**config.mk**
```make
export PLATFORM = sky130hd
export DESIGN_NAME = ins_loader
export DESIGN_NICKNAME = d
export VERILOG_FILES = /design/src/rtl/cpu_pkg.sv /design/src/rtl/ins_byte_packer.sv /design/src/rtl/ins_loader.sv
export SDC_FILE = /design/constraint.sdc
export NUM_CORES = 1
export LEC_CHECK = 0
export ABC_AREA = 1
export BUFFER_PORTS_ARGS = -buffer_cell sky130_fd_sc_hd__buf_2
export CORE_UTILIZATION = 45
export CTS_BUF_LIST = sky130_fd_sc_hd__clkbuf_2
export CTS_CLUSTER_DIAMETER = 60
export CTS_CLUSTER_SIZE = 8
export DETAILED_ROUTE_END_ITERATION = 8
export HOLD_SLACK_MARGIN = 0.15
export PLACE_DENSITY = 0.68
export SYNTH_ARGS = -nofsm -noshare
export SYNTH_HDL_FRONTEND = slang
export SYNTH_HIERARCHICAL = 1
export SYNTH_SLANG_ARGS = --single-unit
```
**constraint.sdc**
```tcl
create_clock -name clk -period 2.1 [get_ports clk]
set_clock_uncertainty 0.15 [all_clocks]
set_input_delay 0 -clock clk [delete_from_list [all_inputs] [get_ports clk]]
set_output_delay 0 -clock clk [all_outputs]
set_load 0.005 [all_outputs]
```
**src/rtl/cpu_pkg.sv**
```systemverilog
// Shared definitions for the instruction-memory program loader.
// Holds the instruction width, memory depth, the loader FSM state encoding
// and the error codes reported on the loader's err output.
package cpu_pkg;

    localparam int INS_W      = 20;
    localparam int IMEM_DEPTH = 200;
    localparam int IMEM_AW    = 8;

    typedef enum logic [1:0] {
        LD_IDLE  = 2'd0,
        LD_LOAD  = 2'd1,
        LD_WRITE = 2'd2,
        LD_FIN   = 2'd3
    } ld_state_t;

    typedef enum logic [1:0] {
        ERR_NONE = 2'd0,
        ERR_OVF  = 2'd1,
        ERR_FMT  = 2'd2
    } ld_err_t;

endpackage

```
**src/rtl/ins_byte_packer.sv**
```systemverilog
// Packs three bytes into one 20-bit instruction word.
// Byte 0 -> word[7:0], byte 1 -> word[15:8], byte 2 low nibble -> word[19:16].
// The high nibble of byte 2 must be zero; otherwise fmt_err pulses instead of
// word_valid.
// Ports:
//   clk, rst_n   clock, asynchronous active-low reset
//   clear        returns the byte index to 0 and empties the assembly register
//   byte_fire    a byte is accepted this cycle (valid && ready upstream)
//   byte_data    the accepted byte
//   word_valid   combinational: third byte accepted and well-formed
//   word         combinational: assembled word, meaningful with word_valid
//   fmt_err      combinational: third byte accepted with a non-zero high nibble
module ins_byte_packer
    import cpu_pkg::*;
(
    input  logic             clk,
    input  logic             rst_n,
    input  logic             clear,
    input  logic             byte_fire,
    input  logic [7:0]       byte_data,
    output logic             word_valid,
    output logic [INS_W-1:0] word,
    output logic             fmt_err
);

    logic [1:0]  idx_q, idx_d;
    logic [15:0] asm_q, asm_d;
    logic        last_byte;

    // The third byte is never stored: the word is presented combinationally
    // in the same cycle the byte is accepted.
    assign last_byte  = byte_fire && (idx_q == 2'd2);
    assign word       = {byte_data[3:0], asm_q};
    assign word_valid = last_byte && (byte_data[7:4] == 4'd0);
    assign fmt_err    = last_byte && (byte_data[7:4] != 4'd0);

    always_comb begin
        idx_d = idx_q;
        asm_d = asm_q;
        if (clear) begin
            idx_d = 2'd0;
            asm_d = 16'd0;
        end else if (byte_fire) begin
            case (idx_q)
                2'd0: begin
                    asm_d[7:0] = byte_data;
                    idx_d      = 2'd1;
                end
                2'd1: begin
                    asm_d[15:8] = byte_data;
                    idx_d       = 2'd2;
                end
                default: begin
                    idx_d = 2'd0;
                end
            endcase
        end
    end

    always_ff @(posedge clk or negedge rst_n) begin
        if (!rst_n) begin
            idx_q <= 2'd0;
            asm_q <= 16'd0;
        end else begin
            idx_q <= idx_d;
            asm_q <= asm_d;
        end
    end

endmodule

```
**src/rtl/ins_loader.sv**
```systemverilog
// Program-load writer for the instruction memory read by the fetch stage.
// A byte stream is packed three bytes per 20-bit word and written to
// consecutive word addresses starting at base_addr. The fetch stage is held
// off (cpu_hold) for the whole load; done pulses at the end and err reports
// the outcome until the next accepted start.
// Ports:
//   clk, rst_n            clock, asynchronous active-low reset
//   start                 begin a load (ignored unless idle)
//   base_addr, word_count first address and word count, sampled with start
//   in_valid/in_ready     byte handshake: a byte moves when both are high
//                         in the same cycle; in_ready does not depend on
//                         in_valid and in_data is only used on that cycle
//   in_data               byte stream data
//   mem_we/addr/wdata     memory write port; addr/wdata hold when we is low
//   cpu_hold, busy        high whenever the loader is not idle
//   done                  one-cycle end-of-load pulse
//   err                   0 none, 1 address overflow, 2 format error
module ins_loader
    import cpu_pkg::*;
#(
    parameter int DATA_W = INS_W,
    parameter int ADDR_W = IMEM_AW,
    parameter int DEPTH  = IMEM_DEPTH
) (
    input  logic              clk,
    input  logic              rst_n,
    input  logic              start,
    input  logic [ADDR_W-1:0] base_addr,
    input  logic [ADDR_W-1:0] word_count,
    input  logic              in_valid,
    input  logic [7:0]        in_data,
    output logic              in_ready,
    output logic              mem_we,
    output logic [ADDR_W-1:0] mem_addr,
    output logic [DATA_W-1:0] mem_wdata,
    output logic              cpu_hold,
    output logic              busy,
    output logic              done,
    output logic [1:0]        err
);

    localparam logic [ADDR_W:0] DEPTH_X = (ADDR_W+1)'(DEPTH);

    ld_state_t         state_q, state_d;
    logic [ADDR_W-1:0] addr_q, addr_d;
    logic [ADDR_W-1:0] cnt_q, cnt_d;
    logic [ADDR_W-1:0] wr_q, wr_d;
    logic [1:0]        err_q, err_d;
    logic [ADDR_W-1:0] mem_addr_q, mem_addr_d;
    logic [DATA_W-1:0] mem_wdata_q, mem_wdata_d;

    logic              pk_clear;
    logic              pk_fire;
    logic              pk_word_valid;
    logic              pk_fmt_err;
    logic [INS_W-1:0]  pk_word;
    logic [ADDR_W:0]   end_addr;

    // One bit wider than the address so base + count cannot wrap.
    assign end_addr = {1'b0, base_addr} + {1'b0, word_count};

    ins_byte_packer u_packer (
        .clk        (clk),
        .rst_n      (rst_n),
        .clear      (pk_clear),
        .byte_fire  (pk_fire),
        .byte_data  (in_data),
        .word_valid (pk_word_valid),
        .word       (pk_word),
        .fmt_err    (pk_fmt_err)
    );

    always_comb begin
        state_d     = state_q;
        addr_d      = addr_q;
        cnt_d       = cnt_q;
        wr_d        = wr_q;
        err_d       = err_q;
        mem_addr_d  = mem_addr_q;
        mem_wdata_d = mem_wdata_q;
        in_ready    = 1'b0;
        mem_we      = 1'b0;
        done        = 1'b0;
        pk_clear    = 1'b0;
        pk_fire     = 1'b0;
        case (state_q)
            LD_IDLE: begin
                pk_clear = 1'b1;
                if (start) begin
                    addr_d = base_addr;
                    cnt_d  = word_count;
                    wr_d   = '0;
                    err_d  = ERR_NONE;
                    if (word_count == '0) begin
                        state_d = LD_FIN;
                    end else if (end_addr > DEPTH_X) begin
                        err_d   = ERR_OVF;
                        state_d = LD_FIN;
                    end else begin
                        state_d = LD_LOAD;
                    end
                end
            end
            LD_LOAD: begin
                in_ready = 1'b1;
                pk_fire  = in_valid;
                if (pk_fmt_err) begin
                    err_d   = ERR_FMT;
                    state_d = LD_FIN;
                end else if (pk_word_valid) begin
                    // Capture the write beat here so the port holds steady
                    // through WRITE and afterwards.
                    mem_addr_d  = addr_q;
                    mem_wdata_d = DATA_W'(pk_word);
                    state_d     = LD_WRITE;
                end
            end
            LD_WRITE: begin
                mem_we   = 1'b1;
                pk_clear = 1'b1;
                addr_d   = addr_q + 1'b1;
                wr_d     = wr_q + 1'b1;
                state_d  = (wr_d == cnt_q) ? LD_FIN : LD_LOAD;
            end
            default: begin
                done    = 1'b1;
                state_d = LD_IDLE;
            end
        endcase
    end

    always_ff @(posedge clk or negedge rst_n) begin
        if (!rst_n) begin
            state_q     <= LD_IDLE;
            addr_q      <= '0;
            cnt_q       <= '0;
            wr_q        <= '0;
            err_q       <= ERR_NONE;
            mem_addr_q  <= '0;
            mem_wdata_q <= '0;
        end else begin
            state_q     <= state_d;
            addr_q      <= addr_d;
            cnt_q       <= cnt_d;
            wr_q        <= wr_d;
            err_q       <= err_d;
            mem_addr_q  <= mem_addr_d;
            mem_wdata_q <= mem_wdata_d;
        end
    end

    assign mem_addr  = mem_addr_q;
    assign mem_wdata = mem_wdata_q;
    assign cpu_hold  = (state_q != LD_IDLE);
    assign busy      = cpu_hold;
    assign err       = err_q;

endmodule

```
# Word level (Yosys, flattened, before mapping)
# Cells that the tools add are included.
dict set report totals {
  register_bits 74
  output_inout_bits 35
  wordCells 74
}
dict set report classes {
  add_sub_neg 3
  order_cmp 1
  n_eq_ne 8
  n_mux 28
  bitwise_logic 1
  n_reduce_logical 23
}
# cell count
set op_table {}
lappend op_table {{two-way mux 16 bit} 2}
lappend op_table {{two-way mux 8 bit} 4}
lappend op_table {{one-hot mux 8 bit (2 select lines)} 2}
lappend op_table {{two-way mux 2 bit} 10}
lappend op_table {{adder 8 x 1 -> 8 bit (second input constant)} 2}
lappend op_table {{nonzero test 2 bit} 6}
lappend op_table {{AND reduction 2 bit} 5}
lappend op_table {{adder 8 x 8 -> 9 bit} 1}
lappend op_table {{> comparator 9 x 8 -> 1 bit (second input constant)} 1}
lappend op_table {{equality test 8 bit} 1}
lappend op_table {{zero test 8 bit} 1}
lappend op_table {{one-hot mux 2 bit (2 select lines)} 2}
lappend op_table {{two-way mux 1 bit} 7}
lappend op_table {{one-hot mux 2 bit (3 select lines)} 1}
lappend op_table {{AND reduction 3 bit} 2}
lappend op_table {{equality test 2 x 1 -> 1 bit (second input constant)} 2}
lappend op_table {{equality test 2 bit (second input constant)} 2}
lappend op_table {{zero test 2 bit} 2}
lappend op_table {{zero test 4 bit} 1}
lappend op_table {{inequality test 2 bit (second input constant)} 2}
lappend op_table {{nonzero test 4 bit} 1}
lappend op_table {{logical AND 1 bit} 3}
lappend op_table {{inequality test 3 bit (second input constant)} 1}
lappend op_table {{OR reduction 3 bit} 1}
lappend op_table {{2 further kinds} 2}

# Depth between registers and ports, before layout
dict set report logic_depth {
  ltp_word 7
  mapped_depth 14
  ltp_nobuf 14
}

# Hierarchy
# Netlist, hierarchy kept.
# module n_inst cells_per_inst area_per_inst_um2 seq_area_each_um2
set modules_own_cells {}
lappend modules_own_cells {ins_loader 1 347 3055.4 1401.3}
lappend modules_own_cells {ins_byte_packer 1 109 900.9 450.4}

# Worst setup path after synthesis
# No wires, ideal clock.
dict set report synth_path {
  path_type {reg2reg}
  startpoint {reg state_q[1]}
  endpoint {reg mem_wdata_q[10] (netlist: mem_wdata[10])}
  t_arrival_ns 1.853
  t_required_ns 1.825
  slack_ns -0.029
  path_stages_with_launch 10
  n_path_buf 1
  synth_period_minus_slack_ns 2.129
  path_cell_list {dfrtp_1 -> inv_2 -> and3_1 -> nand2_1 -> nor2_1 -> inv_1 -> nor2_1 -> nand3b_4 -> buf_6 -> mux2_4}
}
dict set report synth_via {
  word_cells_on_any_way 7
  classes_between {1 x eq/ne; 1 x mux; 1 x bitwise; 4 x reduce/logical}
}
# item line
set synth_rtl {}
lappend synth_rtl {{start, declared} ins_loader.sv:44} ;# ld_state_t state_q, state_d;
lappend synth_rtl {{start signal, assigned} ins_loader.sv:142} ;# state_q <= state_d;
lappend synth_rtl {{equality test 2 x 1 -> 1 bit} ins_loader.sv:86} ;# case (state_q)
lappend synth_rtl {{two-way mux 1 bit} ins_loader.sv:86}
lappend synth_rtl {{named net pk_fire} ins_loader.sv:53} ;# logic pk_fire;
lappend synth_rtl {{logical AND 1 bit} ins_byte_packer.sv:32} ;# assign last_byte = byte_fire && (idx_q == 2'd2);
lappend synth_rtl {{logical AND 1 bit} ins_byte_packer.sv:34} ;# assign word_valid = last_byte && (byte_data[7:4] == 4'd0);
lappend synth_rtl {{named net pk_word_valid} ins_loader.sv:54} ;# logic pk_word_valid;
lappend synth_rtl {{AND reduction 3 bit (no line)} --}
lappend synth_rtl {{end signal, assigned} ins_loader.sv:148} ;# mem_wdata_q <= mem_wdata_d;
lappend synth_rtl {{end, declared} ins_loader.sv:50} ;# logic [DATA_W-1:0] mem_wdata_q, mem_wdata_d;
# The timed path passes the listed nets, and every way through them passes these cells.
# A chain may end at the register's enable or synchronous reset.

# Worst setup path in the final report
dict set report layout_path {
  startpoint {reg state_q[1]}
  endpoint {reg addr_q[2]}
}
dict set report layout_via {
  elab_chain_cells 3
  word_cells_on_any_way 6
  classes_between {2 x eq/ne; 1 x mux; 3 x reduce/logical}
}
# item line
set layout_lines {}
lappend layout_lines {{equality test 2 bit or zero test 2 bit (tied branches)} ins_loader.sv:86}
lappend layout_lines {{nonzero test 2 bit (no line) or inequality test 2 bit (tied branches)} --}
lappend layout_lines {{AND reduction 2 bit (no line)} --}
lappend layout_lines {{end signal, assigned} ins_loader.sv:143} ;# addr_q <= addr_d;
lappend layout_lines {{end, declared} ins_loader.sv:45} ;# logic [ADDR_W-1:0] addr_q, addr_d;
# Parallel ways exist; a longest one is shown, timed or not.

==> impl_metrics.json <==
{
  "grt_max_degree": 30,
  "fin_tns_setup_ns": 0,
  "cp.arrival_ns": 2.26,
  "die-area_mm2": 0.00917,
  "area_delta_synth_final_pct": 26.8,
  "tritoncts": "yes",
  "placed_cell_area_mm2": 0.00438,
  "drt-total-wl_um": 9240,
  "drt_first_pass_iters": 4,
  "hold_ws_ns": 0.199,
  "synth.most_common_cell": "nand2_1",
  "end_kind": "flop",
  "period_minus_slack_ns": 1.99,
  "rsz0062_at_grt": "false",
  "status": "finished, final reports clean",
  "yosysUniqueCellTypes": 38,
  "antenna_cells": 0,
  "relSlewSlack_pct": 33.4,
  "synth.top_cell.area_share_pct": 46.8,
  "dp_hpwl_um": 6450,
  "cp.required_ns": 2.38,
  "stdcell_area_mm2": 0.00501,
  "grt_pass1_vias": 3297,
  "synth.top_cells.by_count": "nand2_1 (123), dfrtp_1 (74), inv_1 (48), nand3_1 (45), nor2_1 (35)",
  "min_to": "addr_q[6]",
  "setup_viol": 0,
  "final_layout_size_suffix_gt1_share_pct": 22.8,
  "drt_iter0_drc": 125,
  "p_clk_share_pct": 20.0,
  "crit_type": "flop to flop",
  "fillers": 732,
  "worstMarginPinSlew_ns": 0.996,
  "ant_nets": 0,
  "drc_errors": 0,
  "grt_pass1_wl_um": 15200,
  "clk_pin_slew_ns": 0.20,
  "ios": 63,
  "clock_tree.root_cell": "clkbuf_2",
  "cp_max_fo": 9,
  "synth_fp_nets": 495,
  "dp_slack_ns": 0.122,
  "vdd_drop_max_mv": 0.511,
  "hold-path-cell-count": 4,
  "worstHoldStart": "base_addr[6]",
  "synth_warnings": 6,
  "ys_ff_latch": 74,
  "r2r_setup_slack_ns": 0.11,
  "die_w_um": 95.8,
  "avgRoutedWirePerCell_um": 13.5,
  "p_sw_share_pct": 38.9,
  "max-clock-path-buffers": 2,
  "netlist_area_mm2": 0.00396,
  "synth_ff_type": "dfrtp_1",
  "core_area_mm2": 0.00838,
  "antenna_found_initial": 0,
  "power.density_mw_per_mm2": 897,
  "die_y_um": 95.8,
  "synth_area_leaders": "dfrtp_1 (47%), nand2_1 (12%), mux2_4 (6.1%)",
  "r2r_cells": 7,
  "cts.sinks": 74,
  "synth_edf_count": 0,
  "switchingPower_mw": 1.75,
  "clock_latency_ns": 0.50,
  "drv_slew": 0,
  "cts-htree-levels": 3,
  "ys_seq_area_share_pct": 46.8,
  "num_vias": 3453,
  "r2r_start": "state_q[1]",
  "max-cap-violations": 0,
  "gr-total-overflow": 0,
  "nets": 612,
  "gp_congestion": 0.851,
  "r2r_end": "addr_q[2]",
  "power.internal_mw": 2.75,
  "synthCells": 456,
  "cts_buffers": 9,
  "async_flop_share_pct": 100,
  "vias_per_cell": 5.06,
  "hp-class": "input pin to flop",
  "track_usage_pct": 21.7,
  "fin_crit_sh_pct": 94.7,
  "avgSynthCellArea_um2": 8.68,
  "std_cell_rows": 33,
  "max_freq_ghz": 0.503,
  "yosysTopAreaCell": "dfrtp_1",
  "numPortBuffers": 62,
  "setup_ws_ns": 0.112,
  "seqPwrFrac_pct": 43.4,
  "p_leak_nw": 2.76,
  "start_util_pct": 47.2,
  "finalHoldViolCount": 0,
  "p_comb_share_pct": 36.6,
  "cp-start-kind": "flop"
}
==> metal layers <==
layer	vias up	part of all wire [%]	GRT usage [%]
met5	-	0	0
met4	0	1.2	7.84
met3	12	3.9	3.00
met2	94	49	38.0
met1	1632	46	27.2
li1	1715	-	-
==> registers in the layout (all words and copies together) (netlist names) <==
register,flops
mem_wdata,20
u_packer/asm_q,16
addr_q,8
cnt_q,8
mem_addr,8
wr_q,8
err,2
state_q,2
u_packer/idx_q,2
==> worst max path at each step <==
stage / slack [ns] / startpoint / end
global placement: 0.17 / state_q[1] / mem_wdata[6]
detailed placement: 0.12 / state_q[1] / mem_addr[1]
global route: 0.009 / state_q[1] / u_packer/asm_q[13]
finish: 0.11 / state_q[1] / addr_q[2]
CTS: 0.12 / state_q[0] / u_packer/asm_q[13]
floorplan: 0.02 / state_q[1] / mem_wdata[10]
==> per-stage QoR <==
step	total power, mW	util, %	instances
2_1_floorplan	3.10	-	456
3_3_place_gp	3.47	52.2	618
3_5_place_dp	3.51	52.2	618
4_1_cts	4.50	59.7	683
5_1_grt	4.82	59.8	683
6_report	4.50	59.8	683
==> worst max-delay path, cell delays in order, from the launching register on <==
cell           delay (ns)
dfrtp_1              0.43
buf_4                0.16
nor2_1               0.12
inv_2                0.08
nor2_4               0.23
nand2_1              0.09
dlygate4sd3_1        0.57
o211ai_1             0.09
==> cells in the final DEF (no fill, tap or decap), types with 3 or more instances in the layout <==
| cell | n |
|---|---|
| a211oi_1 | 3 |
| a21oi_1 | 12 |
| buf_2 | 62 |
| buf_4 | 7 |
| clkbuf_2 | 10 |
| dfrtp_1 | 74 |
| dlygate4sd3_1 | 49 |
| ha_1 | 10 |
| inv_1 | 48 |
| inv_2 | 7 |
| mux2_2 | 5 |
| mux2_4 | 16 |
| nand2_1 | 123 |
| nand3_1 | 45 |
| nand3b_1 | 4 |
| nor2_1 | 33 |
| nor2_4 | 6 |
| nor3_1 | 4 |
| o21ai_0 | 16 |
| o21ai_1 | 5 |
| o22ai_1 | 7 |
| or2_2 | 3 |
==> cell families after synthesis <==
family,after synthesis,share of synthesized area (%)
fa+ha+maj,11,3.67
xor+xnor,4,0.886
mux,21,7.50
simple gates,228,26.1
flops,74,46.8
compound gates,47,6.64
buf+inv,71,8.41
==> cell type report <==
class                           count  area [µm²]  share of cell area (%)
Timing Repair Buffer              121         905                    18.0
Clock buffer                       10        50.0                   0.998
Inverter                           56         213                    4.24
Multi-Input combinational cell    311        1780                    35.6
Clock inverter                      6        81.3                    1.62
Tap cell                          105         131                    2.62
Sequential cell                    74        1850                    36.9
==> timing repair <==
item	CTS	global route
resized for setup	0	5
setup buffers	0	0
hold endpoints to repair	139	0
setup endpoints to repair	0	29
hold buffers	49	0
==> power groups by stage <==
stage / Sequential, mW / Clock [mW] / Combinational [mW]
final: 1.95 / 0.900 / 1.65
after global routing: 1.99 / 0.965 / 1.86
after CTS: 1.95 / 0.921 / 1.63
after detailed placement: 1.98 / 0 / 1.54
after global placement: 1.97 / 0 / 1.50
after floorplan: 1.95 / 0 / 1.15
Power figures use the tool's default switching activity.
